### src/rtl/usr_serial_deserializer_pkg.sv
// Shared definitions for the serial deserializer: FSM encoding, default width,
// and the counter-width helper.
package usr_pkg;

    typedef logic [1:0] state_t;

    localparam state_t IDLE   = 2'd0;
    localparam state_t SHIFT  = 2'd1;
    localparam state_t PARITY = 2'd2;
    localparam state_t DONE   = 2'd3;

    localparam int DATA_W_DEFAULT = 4;

    // Bits needed to count 0..v-1, never less than one.
    function automatic int clog2(input int v);
        int r;
        r = 1;
        for (int i = 1; i < 32; i++) begin
            if ((1 << i) < v) r = i + 1;
        end
        return r;
    endfunction

endpackage

### src/rtl/usr_serial_deserializer_if.sv
// Bundled serial input, word output and status signals of the deserializer.
// parity_err exists only when USR_DESER_PARITY_CHECK_EN is defined.
interface usr_serial_deserializer_if
    import usr_pkg::*;
#(
    parameter int DATA_W = DATA_W_DEFAULT
);
    logic              s_in;
    logic              s_valid;
    logic [DATA_W-1:0] m_data;
    logic              m_valid;
    logic              m_ready;
    logic              busy;
    logic              overrun;
    logic              ovr_clr;
    state_t            fsm_state;
`ifdef USR_DESER_PARITY_CHECK_EN
    logic              parity_err;
`endif

    // Handshake: s_in is consumed only on cycles with s_valid=1 (no back-pressure);
    // a word transfers on every rising edge where m_valid=1 and m_ready=1, and
    // m_data is stable while m_valid=1 and not yet accepted.
    modport slave (
        input  s_in, s_valid, m_ready, ovr_clr,
        output m_data, m_valid, busy, overrun, fsm_state
`ifdef USR_DESER_PARITY_CHECK_EN
        , output parity_err
`endif
    );

    modport master (
        output s_in, s_valid, m_ready, ovr_clr,
        input  m_data, m_valid, busy, overrun, fsm_state
`ifdef USR_DESER_PARITY_CHECK_EN
        , input parity_err
`endif
    );

endinterface

### src/rtl/usr_serial_deserializer_out_slot.sv
// Single-entry valid/ready holding register with a sticky overrun flag.
module usr_out_slot
    import usr_pkg::*;
#(
    parameter int DATA_W = DATA_W_DEFAULT
) (
    input  logic              clk,
    input  logic              reset,
    input  logic              load,
    input  logic [DATA_W-1:0] word,
    input  logic              m_ready,
    input  logic              ovr_clr,
    output logic [DATA_W-1:0] m_data,
    output logic              m_valid,
    output logic              overrun
);

    logic accept;
    logic drop;

    // A word freed by the downstream in the same cycle makes room for the new one.
    assign accept = load && (!m_valid || m_ready);
    assign drop   = load && m_valid && !m_ready;

    always_ff @(posedge clk or negedge reset) begin
        if (!reset) begin
            m_data  <= '0;
            m_valid <= 1'b0;
            overrun <= 1'b0;
        end else begin
            if (accept) begin
                m_data  <= word;
                m_valid <= 1'b1;
            end else if (m_valid && m_ready) begin
                m_valid <= 1'b0;
            end
            if (drop) overrun <= 1'b1;
            else if (ovr_clr) overrun <= 1'b0;
        end
    end

endmodule

### src/rtl/usr_serial_deserializer.sv
// Start-bit framed serial-to-parallel receiver feeding a one-word output slot.
// Define USR_DESER_PARITY_CHECK_EN to receive and check a trailing even-parity bit.
module usr_serial_deserializer
    import usr_pkg::*;
#(
    parameter int DATA_W    = DATA_W_DEFAULT,
    parameter bit MSB_FIRST = 1'b0
) (
    input  logic                       clk,
    input  logic                       reset,
    usr_serial_deserializer_if.slave   bus
);

    localparam int CNT_W = clog2(DATA_W);
    localparam logic [CNT_W-1:0] LAST_IDX = CNT_W'(DATA_W - 1);

    state_t            state;
    state_t            state_nxt;
    logic [CNT_W-1:0]  cnt;
    logic [CNT_W-1:0]  bit_idx;
    logic [DATA_W-1:0] shreg;
    logic              start;
    logic              take_bit;
    logic              load;

    always_ff @(posedge clk or negedge reset) begin
        if (!reset) state <= IDLE;
        else        state <= state_nxt;
    end

    always_comb begin
        state_nxt = state;
        case (state)
            IDLE:   if (bus.s_valid && bus.s_in) state_nxt = SHIFT;
            SHIFT:  if (bus.s_valid && (cnt == LAST_IDX)) begin
`ifdef USR_DESER_PARITY_CHECK_EN
                        state_nxt = PARITY;
`else
                        state_nxt = DONE;
`endif
                    end
            PARITY: if (bus.s_valid) state_nxt = DONE;
            DONE:   state_nxt = IDLE;
            default: state_nxt = IDLE;
        endcase
    end

    always_comb begin
        start    = (state == IDLE) && bus.s_valid && bus.s_in;
        take_bit = (state == SHIFT) && bus.s_valid;
        load     = (state == DONE);
        bus.busy = (state != IDLE);
    end

    assign bus.fsm_state = state;
    // Bits land by position rather than shifting, so every frame overwrites all of shreg.
    assign bit_idx = MSB_FIRST ? (LAST_IDX - cnt) : cnt;

    always_ff @(posedge clk or negedge reset) begin
        if (!reset) begin
            cnt   <= '0;
            shreg <= '0;
        end else if (start) begin
            cnt <= '0;
        end else if (take_bit) begin
            shreg[bit_idx] <= bus.s_in;
            cnt            <= cnt + CNT_W'(1);
        end
    end

    usr_out_slot #(.DATA_W(DATA_W)) u_slot (
        .clk     (clk),
        .reset   (reset),
        .load    (load),
        .word    (shreg),
        .m_ready (bus.m_ready),
        .ovr_clr (bus.ovr_clr),
        .m_data  (bus.m_data),
        .m_valid (bus.m_valid),
        .overrun (bus.overrun)
    );

`ifdef USR_DESER_PARITY_CHECK_EN
    logic par_bit;
    logic par_err_q;
    logic accept;

    // Mirrors the slot's load decision so dropped frames leave parity_err alone.
    assign accept = load && (!bus.m_valid || bus.m_ready);

    always_ff @(posedge clk or negedge reset) begin
        if (!reset) begin
            par_bit   <= 1'b0;
            par_err_q <= 1'b0;
        end else begin
            if ((state == PARITY) && bus.s_valid) par_bit <= bus.s_in;
            if (accept) par_err_q <= ^{shreg, par_bit};
        end
    end

    assign bus.parity_err = par_err_q;
`endif

endmodule

### src/flat_wrapper.sv
// flat-port wrapper written by rule: the top's interface ports become plain ports
module usr_serial_deserializer_flat import usr_pkg::*;
#(
    parameter int DATA_W    = DATA_W_DEFAULT,
    parameter bit MSB_FIRST = 1'b0
)
  (clk, reset, bus_s_in, bus_s_valid, bus_m_ready, bus_ovr_clr, bus_m_data, bus_m_valid, bus_busy, bus_overrun, bus_fsm_state);
  usr_serial_deserializer_if #(.DATA_W(DATA_W)) bus_i ();
  input  logic clk;
  input  logic reset;
  input wire logic [$bits(bus_i.s_in)-1:0] bus_s_in;
  input wire logic [$bits(bus_i.s_valid)-1:0] bus_s_valid;
  input wire logic [$bits(bus_i.m_ready)-1:0] bus_m_ready;
  input wire logic [$bits(bus_i.ovr_clr)-1:0] bus_ovr_clr;
  output wire logic [$bits(bus_i.m_data)-1:0] bus_m_data;
  output wire logic [$bits(bus_i.m_valid)-1:0] bus_m_valid;
  output wire logic [$bits(bus_i.busy)-1:0] bus_busy;
  output wire logic [$bits(bus_i.overrun)-1:0] bus_overrun;
  output wire logic [$bits(bus_i.fsm_state)-1:0] bus_fsm_state;
  assign bus_i.s_in = bus_s_in;
  assign bus_i.s_valid = bus_s_valid;
  assign bus_i.m_ready = bus_m_ready;
  assign bus_i.ovr_clr = bus_ovr_clr;
  assign bus_m_data = bus_i.m_data;
  assign bus_m_valid = bus_i.m_valid;
  assign bus_busy = bus_i.busy;
  assign bus_overrun = bus_i.overrun;
  assign bus_fsm_state = bus_i.fsm_state;
  usr_serial_deserializer #(.DATA_W(DATA_W), .MSB_FIRST(MSB_FIRST)) u_core (.clk(clk), .reset(reset), .bus(bus_i));
endmodule
### config.mk
export PLATFORM = sky130hd
export DESIGN_NAME = usr_serial_deserializer_flat
export DESIGN_NICKNAME = d
export VERILOG_FILES = /design/src/rtl/usr_serial_deserializer_pkg.sv /design/src/rtl/usr_serial_deserializer_if.sv /design/src/rtl/usr_serial_deserializer_out_slot.sv /design/src/rtl/usr_serial_deserializer.sv /design/src/flat_wrapper.sv
export SDC_FILE = /design/constraint.sdc
export NUM_CORES = 1
export LEC_CHECK = 0
export CAP_MARGIN = 15
export CORE_MARGIN = 4
export CORE_UTILIZATION = 55
export DETAILED_ROUTE_END_ITERATION = 8
export GPL_TIMING_DRIVEN = 0
export HOLD_SLACK_MARGIN = 0.02
export PLACE_DENSITY = 0.75
export SLEW_MARGIN = 10
export SYNTH_ARGS = -nofsm -noshare
export SYNTH_HDL_FRONTEND = slang
export SYNTH_SLANG_ARGS = --single-unit
### constraint.sdc
create_clock -name clk -period 2.5 [get_ports clk]
set_input_delay 0.5 -clock clk [delete_from_list [all_inputs] [get_ports clk]]
set_output_delay 0.5 -clock clk [all_outputs]
set_load 0.01 [all_outputs]
==> flow_summary.toml, run 1 <==
[global_route]
grt_overflow = 0
antenna_found_initial = 0
grt_start_max_net_pins = 29
grt_pass1_wl_um = 8530
gr-usage-all-layers_pct = 20.1
grt_pass1_vias = 1829

[placed_design]
io_buffers = 14
placed_area_sq_um = 2600
gp_congestion = 0.799
dpl.hpwl_um = 3430
dp_slack_ns = -0.385

[timing]
fin_setup_tns_ns = 0
max_slew.worst_pin.slew_ns = 0.479
slew_headroom_pct = 68.1
finalHoldViolCount = 0
slew_viol_final = 0
max_freq_mhz = 425
clock_skew_ns = 0.0151
setup_viol = 0
setup_ws_ns = 0.148
period_needed_ns = 2.35
min_period_over_period_pct = 94.1

[setup_path]
path_delay_family = "simple AND/OR/NAND/NOR gates"
critPathArrivalTime_ns = 2.58
path_depth = 7
path_common_cell = "or4_1"
crit_path_end_kind = "flip-flop"
reg2reg_depth = 7
cp-start-kind = "flip-flop"
crit_fanout = 10
cp-startpoint = "u_core.bus.fsm_state[1]$_DFFE_PN0P_"
crit_required_ns = 2.72
worst-path-buf-inv = 2
critPathMaxStageDelay_ns = 0.52
reg2reg_to = "u_core.bit_idx[18]$_DFFE_PN0P_"
worstSetupPathType = "reg -> reg"
crit_slowest_cell = "or4_1"
r2r-start = "u_core.bus.fsm_state[1]$_DFFE_PN0P_"
path_cells = "inv_1 > ha_2 > nand3_4 > or4_1 > buf_2 > or4_1 > a21oi_1"
r2r_slack_ns = 0.15

[clock_tree]
root_buffer = "clkbuf_8"
cts_buffers = 5
hold_buffers = 0
post_cts_buffers = 0
clk_pin_slew_ns = 0.09
clk_latency_ns = 0.30
cts.sinks = 44
htreeDepth = 2
clockBufferDepth = 2
cts_tree = "done"

[routing]
firstDrtPassIters = 4
wl_um = 4930
routedWlPerCell_um = 15.3
drc = 0
ant_nets = 0
vias = 1966
viasPerCell = 6.11
drt-initial-drc-count = 136

[floorplan]
fp-row-count = 23
die_width_um = 73.9
initial_utilization_pct = 58.4
io_pins = 15
floorplan.die.height_um = 73.9
die-area_sq_um = 5460
core-area_sq_um = 4090

[yosys]
yosysWarnings = 0
syn_avg_cell_area_sq_um = 9.58
ys_seq_elements = 44
synth_seq_area_share_pct = 46.1
synthCells = 249
syn-num-nets = 264
syn_area_sq_um = 2390
ys_types = 32

[outcome]
status = "complete, no violations"

[final_layout]
nets = 286
syn2layout_area_growth_pct = 14.1
drive_above_1_share_pct = 5.88
fin_area_sq_um = 2720
num_antenna_cells = 0

[run]
cap_viol_max_count = 0

[power_and_ir_drop]
p_leak_uw = 0.00111
power_uw = 2100
powerDensity_nw_per_um2 = 770
peakVddDrop_mv = 0.334

[min_path]
hold_class = "in -> async"
## layer usage
layer	wire [um]	track usage, %	share of wire (%)	vias up
met3	203	3.56	4.1	4
met5	0	0	0	-
met2	2270	31.6	46	32
li1	-	-	-	975
met4	37	6.04	0.75	0
met1	2410	28.3	49	955
## state kept, by name, indices dropped and copies added, names as in the netlist
name                   flops
u_core.u_slot.m_data       4
u_core.shreg               4
u_core.bit_idx            32
u_core.u_slot.overrun      1
u_core.bus.fsm_state       2
u_core.u_slot.m_valid      1
## worst reg2reg max path, cell delays in order, from the launching register on
cell and delay, ns:
dfrtp_2 0.46, inv_1 0.10, ha_2 0.23, nand3_4 0.11, or4_1 0.52, buf_2 0.20
or4_1 0.51, a21oi_1 0.15
## cells in the mapped netlist (all sizes together)
master	number	area, sq um
and4	3	26.3
clkbuf	11	41.3
nand4bb	1	11.3
inv	14	52.6
ha	9	113
nand4	11	68.8
nand3	10	55.1
nor2	12	45.0
o211ai	3	22.5
o31ai	14	105
nor4	11	68.8
or2	2	12.5
or3	9	56.3
o21ai	9	45.0
nor3	2	10.0
and3	4	25.0
xor2	6	52.6
nand2b	2	12.5
a21oi	22	110
buf	2	8.75
o22ai	1	6.26
mux2i	1	10.0
and2	1	6.26
mux2	8	90.1
dfrtp	44	1100
or4	18	135
xnor2	4	35.0
nand2	14	52.6
a22oi	1	7.51
## stage by stage
stage | util (%) | cells | hold slack [ns]
2_1_floorplan | - | 249 | 0.204
3_3_place_gp | 63.3 | 313 | 0.464
3_5_place_dp | 63.7 | 314 | 0.453
4_1_cts | 66.0 | 322 | 0.124
5_1_grt | 66.6 | 322 | 0.143
6_report | 66.6 | 322 | 0.116
## what timing repair did
item | in CTS | in global routing
resized for setup | 2 | 7
hold endpoints to repair | 0 | 0
setup endpoints to repair | 6 | 14
## cells by family (layout without fill, tap and decap cells)
logic type      count (synthesis)  after routing  share of synthesized area (%)
mux                             9              9                           4.20
xor+xnor                       10             10                           3.67
fa+ha+maj                       9              9                           4.72
buf+inv                        27             50                           4.30
flops                          44             44                           46.1
simple gates                  100            100                           24.5
compound gates                 50             50                           12.4
## layout make-up
class / instances / area (sq um)
Sequential cell: 44 / 1100
Buffer: 13 / 53.8
Inverter: 14 / 52.6
Multi-Input combinational cell: 178 / 1200
Tap cell: 50 / 62.6
Clock inverter: 1 / 7.51
Fill cell: 333 / 1370
Clock buffer: 7 / 86.3
Timing Repair Buffer: 15 / 154
## placed cells by master (no fill, tap or decap), types with 3 or more instances in the layout
cell type,count
dfrtp_1,43
a21oi_1,22
or4_1,18
inv_1,14
nand2_1,14
o31ai_1,12
nor2_1,12
clkdlybuf4s50_1,12
nand4_1,11
clkbuf_1,11
nor4_1,11
nand3_1,9
or3_1,9
mux2_1,8
ha_1,8
o21ai_1,6
xor2_1,6
clkbuf_8,6
and3_1,4
xnor2_1,4
and4_1,3
o21ai_0,3
o211ai_1,3
## power breakdown
| group | switching, uW | leakage [uW] | internal [uW] |
|---|---|---|---|
| registers | 113 | 0.000591 | 838 |
| logic | 350 | 0.000479 | 328 |
| clock network | 242 | 0.0000445 | 225 |
## how the worst max path moves through the flow
stage	to	slack (ns)
floorplan	u_core.bit_idx[26]$_DFFE_PN0P_	0.28
global placement	u_core.bit_idx[30]$_DFFE_PN0P_	-0.38
detailed placement	u_core.bit_idx[28]$_DFFE_PN0P_	-0.38
CTS	u_core.bit_idx[18]$_DFFE_PN0P_	0.04
global route	u_core.bit_idx[24]$_DFFE_PN0P_	-0.0008
finish	u_core.bit_idx[18]$_DFFE_PN0P_	0.15
(Power assumes the default switching activity.)
==> run 2: changes to the inputs <==
Settings changed: DONT_BUFFER_PORTS set to 1, PLACE_DENSITY 0.75 to 0.7.
==> flow_summary.toml, run 2 (synthesis gave the netlist of run 1 again) <==
[setup_path]
worst-path-buf-inv = 1
cp-start-kind = "flip-flop"
reg2reg_depth = 6
r2r_slack_ns = 0.10
path_delay_family = "simple AND/OR/NAND/NOR gates"
crit_required_ns = 2.72
path_cells = "ha_2 > nand3_4 > or4_1 > buf_4 > or4_1 > a21oi_1"
crit_path_end_kind = "flip-flop"
path_common_cell = "or4_1"
crit_slowest_cell = "or4_1"
r2r-start = "u_core.bus.fsm_state[0]$_DFFE_PN0P_"
crit_fanout = 10
critPathArrivalTime_ns = 2.62
reg2reg_to = "u_core.bit_idx[30]$_DFFE_PN0P_"
worstSetupPathType = "reg -> reg"
critPathMaxStageDelay_ns = 0.54

[timing]
finalHoldViolCount = 0
setup_viol = 0
slew_headroom_pct = 66.7
max_slew.worst_pin.slew_ns = 0.499
grt_setup_unrepaired = "false"
slew_viol_final = 0
fin_setup_tns_ns = 0
period_needed_ns = 2.40
min_period_over_period_pct = 95.9
max_freq_mhz = 417
clock_skew_ns = 0.00651

[min_path]
hold_class = "in -> async"

[final_layout]
final_cell_mix = "dfrtp_1 (43), a21oi_1 (21), or4_1 (18), inv_1 (14), nand2_1 (14)"
nets = 272
largest_reg_flops = 32
fin_util_pct = 64.9
syn2layout_area_growth_pct = 11.1
drive_above_1_share_pct = 6.20
num_antenna_cells = 0
nFillCells = 331
mostFrequentLayoutCell = "dfrtp_1"

[placed_design]
gp_congestion = 0.806
io_buffers = 0
dpl.hpwl_um = 3300

[power_and_ir_drop]
p_leak_uw = 0.00109
powerDensity_nw_per_um2 = 843
peakVddDrop_mv = 0.566

[global_route]
grt_pass1_wl_um = 8330
antenna_found_initial = 0
grt_start_max_net_pins = 45
gr-usage-all-layers_pct = 19.8
grt_pass1_vias = 1728
grt_overflow = 0

[routing]
firstDrtPassIters = 4
vias = 1896
wl_um = 4850
routedWlPerCell_um = 15.7
drt-initial-drc-count = 120
ant_nets = 0
drc = 0
viasPerCell = 6.16

[clock_tree]
cts.sinks = 44
htreeDepth = 2
clockBufferDepth = 2
clk_latency_ns = 0.29
cts_buffers = 5
clk_pin_slew_ns = 0.08
root_buffer = "clkbuf_8"
cts_tree = "done"

[outcome]
status = "complete, no violations"

[floorplan]
io_pins = 15
die-area_sq_um = 5460
initial_utilization_pct = 58.4
core-area_sq_um = 4090
die_width_um = 73.9
floorplan.die.height_um = 73.9
fp-row-count = 23

[run]
cap_viol_max_count = 0
==> run 2: report_power, final <==
part / internal [uW] / leakage (uW) / total [uW] / switching [uW]
Sequential: 838 / 0.000591 / 986 / 148
Clock: 499 / 0.0000784 / 736 / 237
Combinational: 216 / 0.000423 / 513 / 297
Total: 1550 / 0.00109 / 2240 / 681
==> run 2: how the worst max path moves through the flow <==
| stage | startpoint | end | slack, ns | depth (start not counted) |
|---|---|---|---|---|
| 2_1_floorplan | u_core.bus.fsm_state[1]$_DFFE_PN0P_ | u_core.bit_idx[26]$_DFFE_PN0P_ | 0.28 | 7 |
| 3_3_place_gp | u_core.bus.fsm_state[1]$_DFFE_PN0P_ | u_core.bit_idx[30]$_DFFE_PN0P_ | -0.03 | 8 |
| 3_5_place_dp | u_core.bus.fsm_state[1]$_DFFE_PN0P_ | u_core.bit_idx[20]$_DFFE_PN0P_ | -0.04 | 8 |
| 4_1_cts | u_core.bus.fsm_state[1]$_DFFE_PN0P_ | u_core.bit_idx[30]$_DFFE_PN0P_ | 0.004 | 7 |
| 5_1_grt | u_core.bus.fsm_state[1]$_DFFE_PN0P_ | u_core.bit_idx[24]$_DFFE_PN0P_ | 0.007 | 7 |
| 6_report | u_core.bus.fsm_state[0]$_DFFE_PN0P_ | u_core.bit_idx[30]$_DFFE_PN0P_ | 0.10 | 6 |
==> run 2: timing repair <==
action,CTS,global route
hold endpoints to repair,44,0
buffers inserted,0,0
endpoints found under the setup margin,6,12
hold buffers,1,0
gates resized for setup,1,8
==> run 2: worst reg2reg max path: stages (launching register included) <==
cell and delay [ns]:
dfrtp_1 0.52, ha_2 0.29, nand3_4 0.11, or4_1 0.54
buf_4 0.19, or4_1 0.52, a21oi_1 0.16
==> run 2: routing by layer <==
layer  up-vias  global-route usage [%]  part of all wire, %
met5         -                       0                    0
met4         0                    4.23                 0.87
met1       915                    27.6                   49
met3         6                    4.92                  3.5
li1        946                       -                    -
met2        29                    31.1                   47
==> run 2: through the flow <==
step / worst slack [ns] / hold slack (ns) / cells / power [uW] / area [sq um]
after global placement: -0.0302 / 0.205 / 299 / 1470 / 2450
final: 0.102 / 0.0404 / 308 / 2240 / 2650
after global routing: 0.00720 / 0.0446 / 308 / 2400 / 2650
after CTS: 0.00402 / 0.0498 / 308 / 2250 / 2630
after floorplan: 0.283 / 0.204 / 249 / 1370 / 2390
after detailed placement: -0.0428 / 0.205 / 299 / 1490 / 2450
==> run 2: final cells by class <==
type / count / area [sq um] / area share [%]
Clock buffer: 5 / 68.8 / 2.60
Buffer: 13 / 53.8 / 2.03
Sequential cell: 44 / 1100 / 41.6
Multi-Input combinational cell: 178 / 1200 / 45.3
Tap cell: 50 / 62.6 / 2.36
Clock inverter: 3 / 90.1 / 3.40
Timing Repair Buffer: 1 / 20.0 / 0.755
Inverter: 14 / 52.6 / 1.98
==> run 3: changes to the inputs <==
Settings changed: CAP_MARGIN 15 to 5.
==> results of run 3 <==
Same layout as run 2: the final DEF is identical, and so are final timing and power.
